File: config.mk
export PLATFORM = sky130hd
export DESIGN_NAME = cpld_responder
export DESIGN_NICKNAME = d
export VERILOG_FILES = /design/src/rtl/cpld_link_pkg.sv /design/src/rtl/sync_edge.sv /design/src/rtl/cpld_responder.sv
export SDC_FILE = /design/constraint.sdc
export NUM_CORES = 1
export LEC_CHECK = 0
export BUFFER_PORTS_ARGS = -buffer_cell sky130_fd_sc_hd__buf_2
export CAP_MARGIN = 25
export CORE_ASPECT_RATIO = 0.7
export CORE_MARGIN = 3
export CORE_UTILIZATION = 55
export DETAILED_ROUTE_END_ITERATION = 16
export PLACE_DENSITY_LB_ADDON = 0.25
export SYNTH_ARGS = -nofsm -noshare
export SYNTH_HDL_FRONTEND = slang
export SYNTH_SLANG_ARGS = --single-unit
File: constraint.sdc
create_clock -name clk -period 3.4 [get_ports clk]
set_input_delay 0 -clock clk [delete_from_list [all_inputs] [get_ports clk]]
set_output_delay 0 -clock clk [all_outputs]
set_load 0.02 [all_outputs]
File: src/rtl/cpld_link_pkg.sv
// Shared constants and types for the FPGA-to-CPLD serial peripheral link.
package cpld_link_pkg;

  localparam int FRAME_BITS = 16;

  localparam int LED_LSB = 0;
  localparam int SEG_LSB = 8;
  localparam int NAV_U   = 8;
  localparam int NAV_D   = 9;
  localparam int NAV_L   = 10;
  localparam int NAV_R   = 11;
  localparam int NAV_SEL = 12;

  localparam logic [4:0] RISE_SAT = 5'd17;

  typedef enum logic {
    IDLE,
    RUN
  } state_t;

endpackage

File: src/rtl/sync_edge.sv
// Multi-stage synchronizer for one asynchronous line, plus a history flop
// so that rising and falling edges can be flagged in the clk domain.
module sync_edge #(
  parameter int SYNC_STAGES = 2
) (
  input  logic clk,
  input  logic rstn,
  input  logic d,
  output logic q,
  output logic rise,
  output logic fall
);

  logic [SYNC_STAGES-1:0] sync_q;
  logic                   hist;

  always_ff @(posedge clk or negedge rstn) begin
    if (!rstn) begin
      sync_q <= '0;
      hist   <= 1'b0;
    end else begin
      sync_q <= {sync_q[SYNC_STAGES-2:0], d};
      hist   <= sync_q[SYNC_STAGES-1];
    end
  end

  assign q    = sync_q[SYNC_STAGES-1];
  assign rise = q & ~hist;
  assign fall = ~q & hist;

endmodule

File: src/rtl/cpld_responder.sv
// Slave end of the 16-bit CPLD link: receives LED/segment words on mosi and
// returns a button/switch snapshot on miso, framed by the master's load strobe.
module cpld_responder
  import cpld_link_pkg::*;
#(
  parameter int SYNC_STAGES = 2,
  parameter int FRAME_BITS  = cpld_link_pkg::FRAME_BITS
) (
  input  logic       clk,
  input  logic       rstn,
  input  logic       cpld_clk,
  input  logic       cpld_mosi,
  input  logic       cpld_load,
  input  logic [4:0] nav_btn,
  input  logic [7:0] sw,
  output logic       cpld_miso,
  output logic [7:0] led,
  output logic [7:0] seg,
  output logic       frame_valid,
  output logic       frame_err
);

  localparam logic [4:0] FULL_CNT = 5'(FRAME_BITS);

  logic sclk_q, sclk_rise, sclk_fall;
  logic load_q, load_rise, load_fall;
  logic mosi_q, mosi_rise, mosi_fall;

  sync_edge #(.SYNC_STAGES(SYNC_STAGES)) u_sclk (
    .clk(clk), .rstn(rstn), .d(cpld_clk),
    .q(sclk_q), .rise(sclk_rise), .fall(sclk_fall)
  );

  sync_edge #(.SYNC_STAGES(SYNC_STAGES)) u_load (
    .clk(clk), .rstn(rstn), .d(cpld_load),
    .q(load_q), .rise(load_rise), .fall(load_fall)
  );

  sync_edge #(.SYNC_STAGES(SYNC_STAGES)) u_mosi (
    .clk(clk), .rstn(rstn), .d(cpld_mosi),
    .q(mosi_q), .rise(mosi_rise), .fall(mosi_fall)
  );

  // Only the synchronized level of mosi and the edges of sclk/load are used.
  logic unused_sync;
  assign unused_sync = ^{sclk_q, load_q, load_rise, mosi_rise, mosi_fall};

  logic [SYNC_STAGES-1:0][12:0] in_pipe;
  logic [4:0]                   nav_s;
  logic [7:0]                   sw_s;

  always_ff @(posedge clk or negedge rstn) begin
    if (!rstn) in_pipe <= '0;
    else       in_pipe <= {in_pipe[SYNC_STAGES-2:0], {nav_btn, sw}};
  end

  assign {nav_s, sw_s} = in_pipe[SYNC_STAGES-1];

  state_t state_q, state_d;
  logic   tx_active;

  always_ff @(posedge clk or negedge rstn) begin
    if (!rstn) state_q <= IDLE;
    else       state_q <= state_d;
  end

  always_comb begin
    state_d   = state_q;
    tx_active = (state_q == RUN);
    if (load_fall) state_d = RUN;
  end

  logic [FRAME_BITS-1:0] rx_shift, rx_next;
  logic [FRAME_BITS-1:0] tx_word, tx_word_next;
  logic [4:0]            rise_cnt, cnt_next;
  logic [3:0]            bit_cnt;

  // A rise coinciding with load_fall is shifted and counted before the commit.
  always_comb begin
    rx_next      = rx_shift;
    cnt_next     = rise_cnt;
    tx_word_next = {{(FRAME_BITS-13){1'b0}}, nav_s, sw_s};
    if (sclk_rise) begin
      rx_next = {mosi_q, rx_shift[FRAME_BITS-1:1]};
      if (rise_cnt != RISE_SAT) cnt_next = rise_cnt + 5'd1;
    end
  end

  always_ff @(posedge clk or negedge rstn) begin
    if (!rstn) begin
      rx_shift    <= '0;
      rise_cnt    <= '0;
      bit_cnt     <= '0;
      tx_word     <= '0;
      cpld_miso   <= 1'b0;
      led         <= '0;
      seg         <= '0;
      frame_valid <= 1'b0;
      frame_err   <= 1'b0;
    end else begin
      rx_shift    <= rx_next;
      frame_valid <= 1'b0;
      frame_err   <= 1'b0;
      if (load_fall) begin
        rise_cnt  <= '0;
        tx_word   <= tx_word_next;
        bit_cnt   <= '0;
        cpld_miso <= tx_word_next[0];
        if (cnt_next == FULL_CNT) begin
          led         <= rx_next[LED_LSB +: 8];
          seg         <= rx_next[SEG_LSB +: 8];
          frame_valid <= 1'b1;
        end else begin
          frame_err <= 1'b1;
        end
      end else begin
        rise_cnt <= cnt_next;
        if (sclk_fall && tx_active) begin
          bit_cnt   <= bit_cnt + 4'd1;
          cpld_miso <= tx_word[bit_cnt + 4'd1];
        end
      end
    end
  end

endmodule
# [Word level (Yosys, flattened, before mapping)]
# Cells that the tools add are included.
[word_totals] register_bits=92 inputBits=18 out_inout_bits=19 wordCells=45
[op_classes] n_addsub=2 magnitude_cmp=1 eq_ne=2 n_mux=14 n_bitwise=6 n_reduce_logical=3
[ops] cell="16-bit two-way mux" count=1
[ops] cell="5-bit two-way mux" count=3
[ops] cell="4-bit two-way mux" count=2
[ops] cell="1-bit two-way mux" count=7
[ops] cell="5-bit by 1-bit adder with 5-bit output, second input constant" count=1
[ops] cell="5-bit == test, second input constant" count=1
[ops] cell="4-bit by 5-bit < comparator with 1-bit output, second input constant" count=1
[ops] cell="5-bit != test, second input constant" count=1
[ops] cell="4-bit by 1-bit adder with 4-bit output, second input constant" count=1
[ops] cell="1-bit binary-select mux with 4-bit select" count=1
[ops] cell="1-bit bitwise AND" count=3
[ops] cell="1-bit inverter" count=3
[ops] cell="2-bit AND reduction" count=1
[ops] cell="2-bit nonzero test" count=1
[ops] cell="1-bit logical AND" count=1

# [Logic depth before layout (Yosys ltp)]
# Gate-level depths: netlist of the first run.
[depth] depth_word=6 depth_mapped=8

# [Cells and area by module]
# A second synthesis of the first run with hierarchy kept.
[unflattened] hier_cells=212 area_unflattened_um2=3392.0
[modules_own_cells] mod="cpld_responder" n_inst=1 cells_per_inst=197 area_each_um2=3121.7
[modules_own_cells] mod="sync_edge" n_inst=3 cells_per_inst=5 area_each_um2=90.1

# [Worst setup path after synthesis of the first run]
# No wires, ideal clock.
[synth_path] path_kind="register to register" start="register rise_cnt[0]" end="register led[0]" arrival_ns=1.794 slack_ns=1.481 stages_incl_launch_ff=8 path_buffers=1 period_less_slack_ns=1.919 cell_sequence="dfrtp_1 > ha_1 > and3b_1 > nand4_1 > nand4_2 > nand3_4 > buf_8 > mux2_4"
[synth_between] elab_chain_cells=5 word_cells_on_any_way=6
[synth_lines] element="from (decl)" line_no="cpld_responder.sv:75" text="logic [4:0] rise_cnt, cnt_next;"
[synth_lines] element="from (signal assigned)" line_no="cpld_responder.sv:117" text="rise_cnt <= cnt_next;"
[synth_lines] element="5-bit by 1-bit adder with 5-bit output / 5-bit != test (equally long branches)" line_no="cpld_responder.sv:85" text="if (rise_cnt != RISE_SAT) cnt_next = rise_cnt + 5'd1;"
[synth_lines] element="5-bit two-way mux" line_no="cpld_responder.sv:85"
[synth_lines] element="5-bit two-way mux (*)" line_no="cpld_responder.sv:83" text="if (sclk_rise) begin"
[synth_lines] element="5-bit == test (*)" line_no="cpld_responder.sv:109" text="if (cnt_next == FULL_CNT) begin"
[synth_lines] element="2-bit AND reduction (no source line) (*)"
[synth_lines] element="to (signal assigned)" line_no="cpld_responder.sv:110" text="led <= rx_next[LED_LSB +: 8];"
[synth_lines] element="to (decl)" line_no="cpld_responder.sv:17" text="output logic [7:0] led,"
# Mark *: on every way between the ends. The rest lies on a longest branch, timed or not.
# A chain may end at the register's enable or synchronous reset.

# [Final worst setup path of the first run]
[layout_path] start="register u_sclk.hist" end="register led[2]"
[layout_between] elab_chain_cells=5 word_cells_on_any_way=6
[layout_lines] element="from (decl)" line_no="sync_edge.sv:15" text="logic hist;"
[layout_lines] element="from (signal assigned)" line_no="sync_edge.sv:23" text="hist <= sync_q[SYNC_STAGES-1];"
[layout_lines] element="1-bit inverter (*)" line_no="sync_edge.sv:28" text="assign rise = q & ~hist;"
[layout_lines] element="1-bit bitwise AND (*)" line_no="sync_edge.sv:28"
[layout_lines] element="5-bit two-way mux" line_no="cpld_responder.sv:83"
[layout_lines] element="5-bit == test" line_no="cpld_responder.sv:109"
[layout_lines] element="2-bit AND reduction (no source line)"
# Marks and branches as above.

==> reports/results.ini, run 1 <==
[timing]
setup_viol = 0
tns_ns = 0
period_minus_slack_ns = 2.15
slew_violations = 0
rsz0062_at_grt = no
worst-slew-pin-transition_ns = 0.853
hold_viol_final = 0
max_freq_mhz = 466
fin_skew_ns = 0.00760
slew_headroom = 0.432
finalCritPeriodShare = 0.632
hold_ws_ns = 0.277

[clock_network]
clock_path_buffers = 2
root_buffer = clkbuf_8
cts.clk_slew.worst_paths_ns = 0.09
cts_tree = built
clk_latency_ns = 0.36
clkSinkCount = 92
htreeDepth = 3
numCtsBuffers = 9

[layout]
diodes = 0
area_growth_syn_to_layout_pct = 17.0
multiInputGateArea_um2 = 1080
fin_nets = 356
seq_area_um2 = 2300
fill_cells = 414
drive_gt1_frac = 0.229

[setup_path]
worstPathMaxFanout = 20
reg2reg_slack_ns = 1.25
cpLargestDelayFamily = simple AND/OR/NAND/NOR gates
path_cells = and2b_1 > nand4_1 > o21ai_2 > nand3_4 > mux2_4
required_ns = 3.65
cp_slowest_cell = and2b_1
r2r-start = u_sclk.hist
cp-start-kind = register
critPathMaxStageDelay_ns = 0.63
r2r_cells = 5
crit_type = reg2reg
crit_buf_inv = 0
cp.arrival_ns = 2.39
endpoint_kind = register
timing.rr.end = led[2]

[logic_synthesis]
synth_top_area_cell = dfrtp_1
ys_seq_area_frac = 0.664
synth-async-reset-ratio = 1.00
yosys.area.top_type_share = 0.664
synth-main-ff-cell = dfrtp_1
synth_edf_count = 0
synth_seq_cells = 92
yosysWarnings = 0
synth_fp_nets = 301
synth_most_common_cell = dfrtp_1
synth_cell_types = 39
syn_area_um2 = 3470
synth_cells = 280
avgSynthCellArea_um2 = 12.4
synth_common_cells = dfrtp_1 (92), nand2_1 (88), nor2_1 (11)
synth.area.top_cells = dfrtp_1 (66%), nand2_1 (9.5%), mux2_4 (3.9%)

[detailed_routing]
drc = 0
drt_iter0_markers = 102
vias_per_cell = 4.97
vias = 2062
wl_per_cell_um = 13.4
routed_wl_um = 5570
drt_first_pass_iters = 4
ant_nets = 0

[global_routing]
grt_use_total = 0.185
grt-ovfl-total = 0
grt_pass1_wl_um = 10200
grt_pass1_vias = 2072
grt_max_degree = 71
antenna_found_initial = 0

[power_and_ir_drop]
share_comb_of_total_power = 0.117
p_seq_frac = 0.569
p_leak_nw = 2.11
power.switching_w = 0.000588
switching_share = 0.268
power.density_nw_per_um2 = 541
p_clk_frac = 0.314
vdd_drop_max_mv = 0.319
p_int_w = 0.00160
power_w = 0.00219

[floorplan]
initial_core_util = 0.587
die_h_um = 72.4
rows = 23
io_pins = 37
die_area_um2 = 7310
die_w_um = 101
core_area_um2 = 5900

[run]
max-cap-violations = 0

[placement]
io_buffers = 36
place_hpwl_um = 3600
gp_congestion = 0.866

[worst_hold_path]
hold_path.class = in2async

[status]
status = completed

==> state kept, by name (all words and copies together), names as in the netlist <==
| name | flops |
|---|---|
| led | 8 |
| seg | 8 |
| u_load.sync_q | 2 |
| u_load.hist | 1 |
| u_sclk.sync_q | 2 |
| in_pipe | 26 |
| frame_valid | 1 |
| state_q | 1 |
| u_mosi.sync_q | 2 |
| rise_cnt | 5 |
| frame_err | 1 |
| u_sclk.hist | 1 |
| rx_shift | 16 |
| cpld_miso | 1 |
| bit_cnt | 4 |
| tx_word | 13 |
==> how the worst max path moves through the flow <==
stage	start	endpoint	slack (ns)	cells past startpoint
2_1_floorplan	rise_cnt[0]	led[0]	1.48	7
3_3_place_gp	u_sclk.hist	seg[5]	1.32	5
3_5_place_dp	u_sclk.hist	led[2]	1.23	5
4_1_cts	u_sclk.hist	led[2]	1.23	5
5_1_grt	u_sclk.hist	led[2]	1.0	5
6_report	u_sclk.hist	led[2]	1.25	5
==> stage by stage <==
stage / std cells / instance area, um^2 / setup slack (ns) / utilization
after floorplan: 280 / 3470 / 1.48 / -
after global placement: 382 / 3690 / 1.32 / 0.626
after detailed placement: 382 / 3690 / 1.23 / 0.626
after CTS: 415 / 4050 / 1.23 / 0.687
after global routing: 415 / 4050 / 0.996 / 0.687
final: 415 / 4050 / 1.25 / 0.687
==> power by group through the flow <==
stage	combinational, W	sequential [W]	clock [W]
floorplan	0.000181	0.00125	0
global placement	0.000239	0.00126	0
detailed placement	0.000245	0.00127	0
CTS	0.000260	0.00125	0.000710
global route	0.000293	0.00126	0.000771
finish	0.000257	0.00125	0.000688
==> routing by layer <==
metal,routed length [um],vias up,global-route usage
met5,0,-,0
met4,34,0,0.0583
met3,208,4,0.0663
met2,2480,33,0.263
met1,2850,995,0.269
li1,-,1030,-
==> what timing repair did <==
item,in CTS,in global routing
setup endpoints to repair,0,0
endpoints found under the hold margin,85,0
setup buffers,0,0
resized for setup,0,0
hold buffers,17,0
==> final cells by class <==
type / instances / area share
Inverter: 3 / 0.00278
Sequential cell: 92 / 0.568
Tap cell: 75 / 0.0231
Clock buffer: 10 / 0.0340
Timing Repair Buffer: 56 / 0.0926
Clock inverter: 6 / 0.0136
Multi-Input combinational cell: 173 / 0.266
==> layout by cell type, fill, tap and decap left out, types with 3 or more instances in the layout <==
cell type,n
nor2b_1,3
clkbuf_8,10
buf_4,4
dfrtp_1,92
nand2_1,88
o21ai_1,3
nand4_1,4
nand2b_1,3
xnor2_1,3
xor2_1,5
mux4_2,3
ha_1,3
nand3b_1,3
nor2_1,11
mux2_2,7
inv_1,3
buf_2,35
a21oi_1,4
dlygate4sd3_1,17
mux2_4,9
inv_6,3
==> cell families after synthesis <==
| kind of cell | Yosys count | share of synthesized area |
|---|---|---|
| compound gates | 12 | 0.0206 |
| xor+xnor | 8 | 0.0202 |
| fa+ha+maj | 3 | 0.0108 |
| buf+inv | 15 | 0.0245 |
| flops | 92 | 0.664 |
| mux | 21 | 0.0870 |
| simple gates | 129 | 0.173 |
(Power assumes the default switching activity.)
==> run 2: changes to the inputs <==
CORE_UTILIZATION = 52   (was 55)
clock period = 1.97 ns   (was 3.4 ns; I/O delays follow)
==> run 2 against run 1 <==
  * Critical path type unchanged
  * Global-route usage down 1.0 points
  * Clock power rose by 89%
  * Sequential power increased by 71%
  * Critical path depth grew 3
  * Highest routed layer unchanged
  * Largest cell class unchanged
  * Via count grew 6.1%
  * Count of clock-buffer cells in the layout unchanged
  * Total power increased by 82%
==> reports/results.ini, run 2 (synthesis gave the netlist of run 1 again) <==
[clock_network]
clk_latency_ns = 0.36  ; about the same
clkSinkCount = 92  ; unchanged
cts_tree = built
cts.clk_slew.worst_paths_ns = 0.09  ; about the same
clock_path_buffers = 2  ; unchanged
numCtsBuffers = 9  ; unchanged
htreeDepth = 3  ; unchanged
root_buffer = clkbuf_8

[timing]
finalCritPeriodShare = 0.972  ; +0.341
tns_ns = 0  ; unchanged
setup_viol = 0  ; unchanged
hold_viol_final = 0  ; unchanged
worst-slew-pin-transition_ns = 0.530  ; -0.323 ns
period_minus_slack_ns = 1.92  ; -0.232 ns
max_freq_mhz = 522  ; +12%
slew_violations = 0  ; unchanged
slew_headroom = 0.647  ; +0.215
fin_skew_ns = 0.00861  ; +0.00101 ns

[setup_path]
endpoint_kind = register
crit_type = reg2reg
critPathLaunch = rise_cnt[0]
timing.rr.end = seg[0]
cp-start-kind = register
r2r_cells = 8  ; +3
cp.arrival_ns = 2.17  ; -0.22 ns
reg2reg_slack_ns = 0.05  ; -1.20 ns
worstPathMaxFanout = 6  ; -70%
r2r-start = rise_cnt[0]
crit_end = seg[0]
required_ns = 2.23  ; -1.42 ns

[floorplan]
die_w_um = 104  ; +2.7%
die_area_um2 = 7700  ; +5.4%
core_area_um2 = 6340  ; +7.4%
rows = 24  ; +4.3%
initial_core_util = 0.547  ; -0.0405
io_pins = 37  ; unchanged
die_h_um = 74.3  ; +2.6%

[power_and_ir_drop]
p_seq_frac = 0.537  ; -0.032
p_int_w = 0.00294  ; +83%
p_clk_frac = 0.325  ; +0.011
power.switching_w = 0.00104  ; +77%
p_leak_nw = 2.23  ; +5.6%
switching_share = 0.262  ; -0.00670
vdd_drop_max_mv = 0.636  ; +99%
power.density_nw_per_um2 = 926  ; +71%
share_comb_of_total_power = 0.138  ; +0.021

[global_routing]
grt_pass1_vias = 2168  ; +4.6%
grt_use_total = 0.175  ; -0.00998
grt_max_degree = 44  ; -38%
antenna_found_initial = 0  ; unchanged
grt_pass1_wl_um = 10400  ; +1.2%
grt-ovfl-total = 0  ; unchanged

[layout]
layout_common_cells = dfrtp_1 (91), nand2_1 (88), buf_2 (35), buf_4 (20), dlygate4sd3_1 (17)
largest_reg_flops = 26  ; unchanged
drive_gt1_frac = 0.290  ; +0.0603
fill_cells = 456  ; +10%
fin_nets = 375  ; +5.3%
top_register = in_pipe
post-route-util = 0.680  ; -0.00767
diodes = 0  ; unchanged
final_common_cell = dfrtp_1
area_growth_syn_to_layout_pct = 24.2
reg_top3 = in_pipe x26, rx_shift x16, tx_word x13

[placement]
gp_congestion = 0.860  ; -0.74%
place_hpwl_um = 3920  ; +9.0%
io_buffers = 36  ; unchanged

[detailed_routing]
ant_nets = 0  ; unchanged
drc = 0  ; unchanged
vias = 2188  ; +6.1%
drt_iter0_markers = 67  ; -34%
drt_first_pass_iters = 4  ; unchanged
routed_wl_um = 6200  ; +11%
wl_per_cell_um = 13.8  ; +2.7%
vias_per_cell = 4.86  ; -2.1%

[status]
status = completed

[run]
max-cap-violations = 0  ; unchanged

[worst_hold_path]
hold_path.class = in2async

-- run 2: changes by cell type in the layout (fill, tap and decap cells not counted), moves of 2 or more --
cell,change
ha_4,+2
ha_1,-2
buf_4,+16
clkinv_4,-2
-- run 2: cell type report --
type                            instances  area, um^2  area share
Clock buffer                           10         138      0.0320
Clock inverter                          6        68.8      0.0160
Inverter                                3        11.3     0.00262
Multi-Input combinational cell        173        1120       0.260
Sequential cell                        92        2300       0.535
Tap cell                               91         114      0.0264
Timing Repair Buffer                   75         552       0.128
-- run 2: per-stage QoR --
step	total power (W)	cells	hold WS [ns]	cell area, um^2	worst slack (ns)
3_3_place_gp	0.00265	410	0.0188	3800	0.0486
5_1_grt	0.00418	450	0.204	4310	-0.0278
6_report	0.00398	450	0.152	4310	0.0545
2_1_floorplan	0.00247	280	-0.296	3470	0.0509
4_1_cts	0.00400	446	0.169	4210	0.0494
3_5_place_dp	0.00267	410	0.0194	3800	-0.00875
-- run 2: how the worst min path moves through the flow --
stage / depth (start not counted) / to / slack, ns
2_1_floorplan: 0 / bit_cnt[0] / -0.30
4_1_cts: 2 / in_pipe[14] / 0.17
6_report: 2 / in_pipe[14] / 0.15
3_3_place_gp: 1 / in_pipe[13] / 0.02
5_1_grt: 2 / tx_word[3] / 0.20
3_5_place_dp: 1 / in_pipe[13] / 0.02
-- run 2: metal layers --
layer	routed length (um)	vias to the layer above	global-route usage
met2	2800	55	0.263
met3	412	13	0.0572
met5	0	-	0
met4	108	0	0.0752
met1	2880	1058	0.240
li1	-	1062	-
-- run 2: timing repair --
item | 4_1_cts | 5_1_grt
pin swaps | 0 | 6
buffers inserted | 3 | 3
hold buffers | 17 | 0
setup endpoints to repair | 14 | 16
hold endpoints to repair | 56 | 0
resized for setup | 0 | 11
cloned | 0 | 1
-- run 2: critical path, cell delays in order (launching register included) --
cell and delay, ns:
dfrtp_1 0.43, buf_4 0.16, ha_4 0.16, nand3b_1 0.11, o21ai_2 0.07, o21ai_2 0.21
nand3_4 0.16, clkbuf_16 0.21, mux2_4 0.30
-- run 2: power by group through the flow --
stage | clock [W] | sequential [W] | combinational, W
4_1_cts | 0.00133 | 0.00214 | 0.000525
3_3_place_gp | 0 | 0.00217 | 0.000483
5_1_grt | 0.00139 | 0.00216 | 0.000620
2_1_floorplan | 0 | 0.00215 | 0.000312
3_5_place_dp | 0 | 0.00217 | 0.000496
6_report | 0.00130 | 0.00214 | 0.000548
==> run 3: changes to the inputs <==
CORE_ASPECT_RATIO = unset   (was 0.7)
==> run 3 against run 2 <==
  * Maximum frequency grew 0.11%
  * Die area shrank 0.20%
  * Sequential power is essentially flat
  * Clock skew grew 0.00086 ns
  * Utilization shrank 2.4 points
  * Count of clock-buffer cells in the layout shrank 1
  * Global-route usage shrank 0.33 points
  * Register-to-register slack is essentially flat
  * Critical path type unchanged
  * Critical endpoint is now led[7]
==> reports/results.ini, run 3 (synthesis gave the netlist of run 1 again) <==
[worst_hold_path]
hold_path.class = in2async

[global_routing]
grt_max_degree = 48  ; +9.1%
grt-ovfl-total = 0  ; unchanged
grt_pass1_vias = 2215  ; +2.2%
grt_pass1_wl_um = 10100  ; -2.1%
grt_use_total = 0.172  ; -0.00330
antenna_found_initial = 0  ; unchanged

[floorplan]
die_area_um2 = 7680  ; -0.20%
rows = 29  ; +21%
die_h_um = 87.6  ; +18%
io_pins = 37  ; unchanged
core_area_um2 = 6420  ; +1.4%
die_w_um = 87.6  ; -15%
initial_core_util = 0.540  ; -0.00735

[detailed_routing]
ant_nets = 0  ; unchanged
drt_iter0_markers = 126  ; +88%
drt_first_pass_iters = 4  ; unchanged
drc = 0  ; unchanged
vias_per_cell = 5.01  ; +3.1%
wl_per_cell_um = 13.9  ; +0.60%
routed_wl_um = 5970  ; -3.6%
vias = 2161  ; -1.2%

[timing]
setup_viol = 0  ; unchanged
fin_skew_ns = 0.00947  ; +0.000865 ns
hold_viol_final = 0  ; unchanged
finalCritPeriodShare = 0.971  ; -0.00111
max_freq_mhz = 523  ; +0.11%
layout_setup_ws_ns = 0.0567  ; +0.00219 ns
worst-slew-pin-transition_ns = 0.573  ; +0.0438 ns
rsz0062_at_grt = no
slew_violations = 0  ; unchanged
slew_headroom = 0.618  ; -0.0292
tns_ns = 0  ; unchanged
period_minus_slack_ns = 1.91  ; -0.00219 ns

[setup_path]
reg2reg_slack_ns = 0.06  ; about the same
endpoint_kind = register
r2r_cells = 7  ; -1
cp_slowest_cell = dfrtp_1
critPathMaxStageDelay_ns = 0.42  ; about the same
required_ns = 2.22  ; about the same
r2r-start = rise_cnt[0]
worstPathMaxFanout = 8  ; +2
cp.arrival_ns = 2.16  ; about the same
cp-start-kind = register
path_cells = ha_1 > and4bb_1 > o21ai_2 > nand4_2 > nand3_4 > buf_12 > mux2_2
crit_type = reg2reg
timing.rr.end = led[7]

[placement]
io_buffers = 36  ; unchanged
dp_slack_ns = 0.00460  ; +0.0133 ns
gp_congestion = 0.784  ; -8.8%
place_hpwl_um = 3690  ; -5.8%

[clock_network]
clk_latency_ns = 0.36  ; about the same
root_buffer = clkbuf_8
htreeDepth = 3  ; unchanged
clkSinkCount = 92  ; unchanged
clock_path_buffers = 2  ; unchanged
cts.clk_slew.worst_paths_ns = 0.10  ; about the same
cts_tree = built
numCtsBuffers = 9  ; unchanged

[power_and_ir_drop]
vdd_drop_max_mv = 0.664  ; +4.4%
p_leak_nw = 2.21  ; -1.2%
power.density_nw_per_um2 = 915  ; -1.1%

[layout]
largest_reg_flops = 26  ; unchanged
diodes = 0  ; unchanged
top_register = in_pipe
area_growth_syn_to_layout_pct = 21.5
layout_common_cells = dfrtp_1 (92), nand2_1 (88), buf_2 (35), dlygate4sd3_1 (17), buf_4 (15)
final_common_cell = dfrtp_1
drive_gt1_frac = 0.268  ; -0.0213
reg_top3 = in_pipe x26, rx_shift x16, tx_word x13
fin_nets = 370  ; -1.3%

[run]
max-cap-violations = 0  ; unchanged

[status]
status = completed

run 3: how the worst max path moves through the flow:
stage / slack, ns / to / start
after floorplan: 0.05 / led[0] / rise_cnt[0]
after global placement: 0.06 / seg[4] / rise_cnt[0]
after detailed placement: 0.005 / seg[7] / rise_cnt[0]
after CTS: 0.06 / seg[7] / rise_cnt[0]
after global routing: 0.003 / seg[7] / rise_cnt[1]
final: 0.06 / led[7] / rise_cnt[0]
run 3: final cells by class:
| cell class | instances | area [um^2] |
|---|---|---|
| Clock buffer | 9 | 124 |
| Clock inverter | 7 | 62.6 |
| Fill cell | 486 | 2210 |
| Inverter | 3 | 11.3 |
| Multi-Input combinational cell | 173 | 1090 |
| Sequential cell | 92 | 2300 |
| Tap cell | 77 | 96.3 |
| Timing Repair Buffer | 70 | 523 |
run 3: power by group:
group | internal, W | switching [W]
combinational | 0.000250 | 0.000258
clock | 0.000492 | 0.000708
sequential | 0.00204 | 0.000101
total | 0.00279 | 0.00107
run 3: critical path, delay by kind of cell (launching register included):
kind,cells,cell delay [ns]
AND/OR/NAND/NOR,3,0.55
flip-flops,1,0.42
multiplexers,1,0.33
buffers and inverters,1,0.14
AO/OA/AOI/OAI,1,0.13
adder cells (fa/ha/maj),1,0.22
run 3: layer usage:
| layer | vias up | GRT usage | routed length (um) |
|---|---|---|---|
| met1 | 1048 | 0.237 | 2790 |
| met4 | 0 | 0.0642 | 90 |
| li1 | 1048 | - | - |
| met3 | 11 | 0.0461 | 273 |
| met2 | 54 | 0.263 | 2810 |
| met5 | - | 0 | 0 |
run 3: what timing repair did:
action                                  4_1_cts  5_1_grt
endpoints found under the setup margin        1        1
gates cloned                                  0        1
pin swaps                                     0        4
gates resized for setup                       0        4
hold endpoints to repair                     60        0
setup buffers                                 2        2
hold buffers                                 17        0
run 3: stage by stage:
step | power (W) | hold WS, ns | cell area (um^2) | cells | utilization
global route | 0.00408 | 0.207 | 4210 | 431 | 0.656
CTS | 0.00388 | 0.178 | 4160 | 428 | 0.647
finish | 0.00385 | 0.168 | 4210 | 431 | 0.656
global placement | 0.00263 | 0.0286 | 3760 | 393 | 0.586
floorplan | 0.00247 | -0.296 | 3470 | 280 | -
detailed placement | 0.00265 | 0.0319 | 3760 | 393 | 0.586
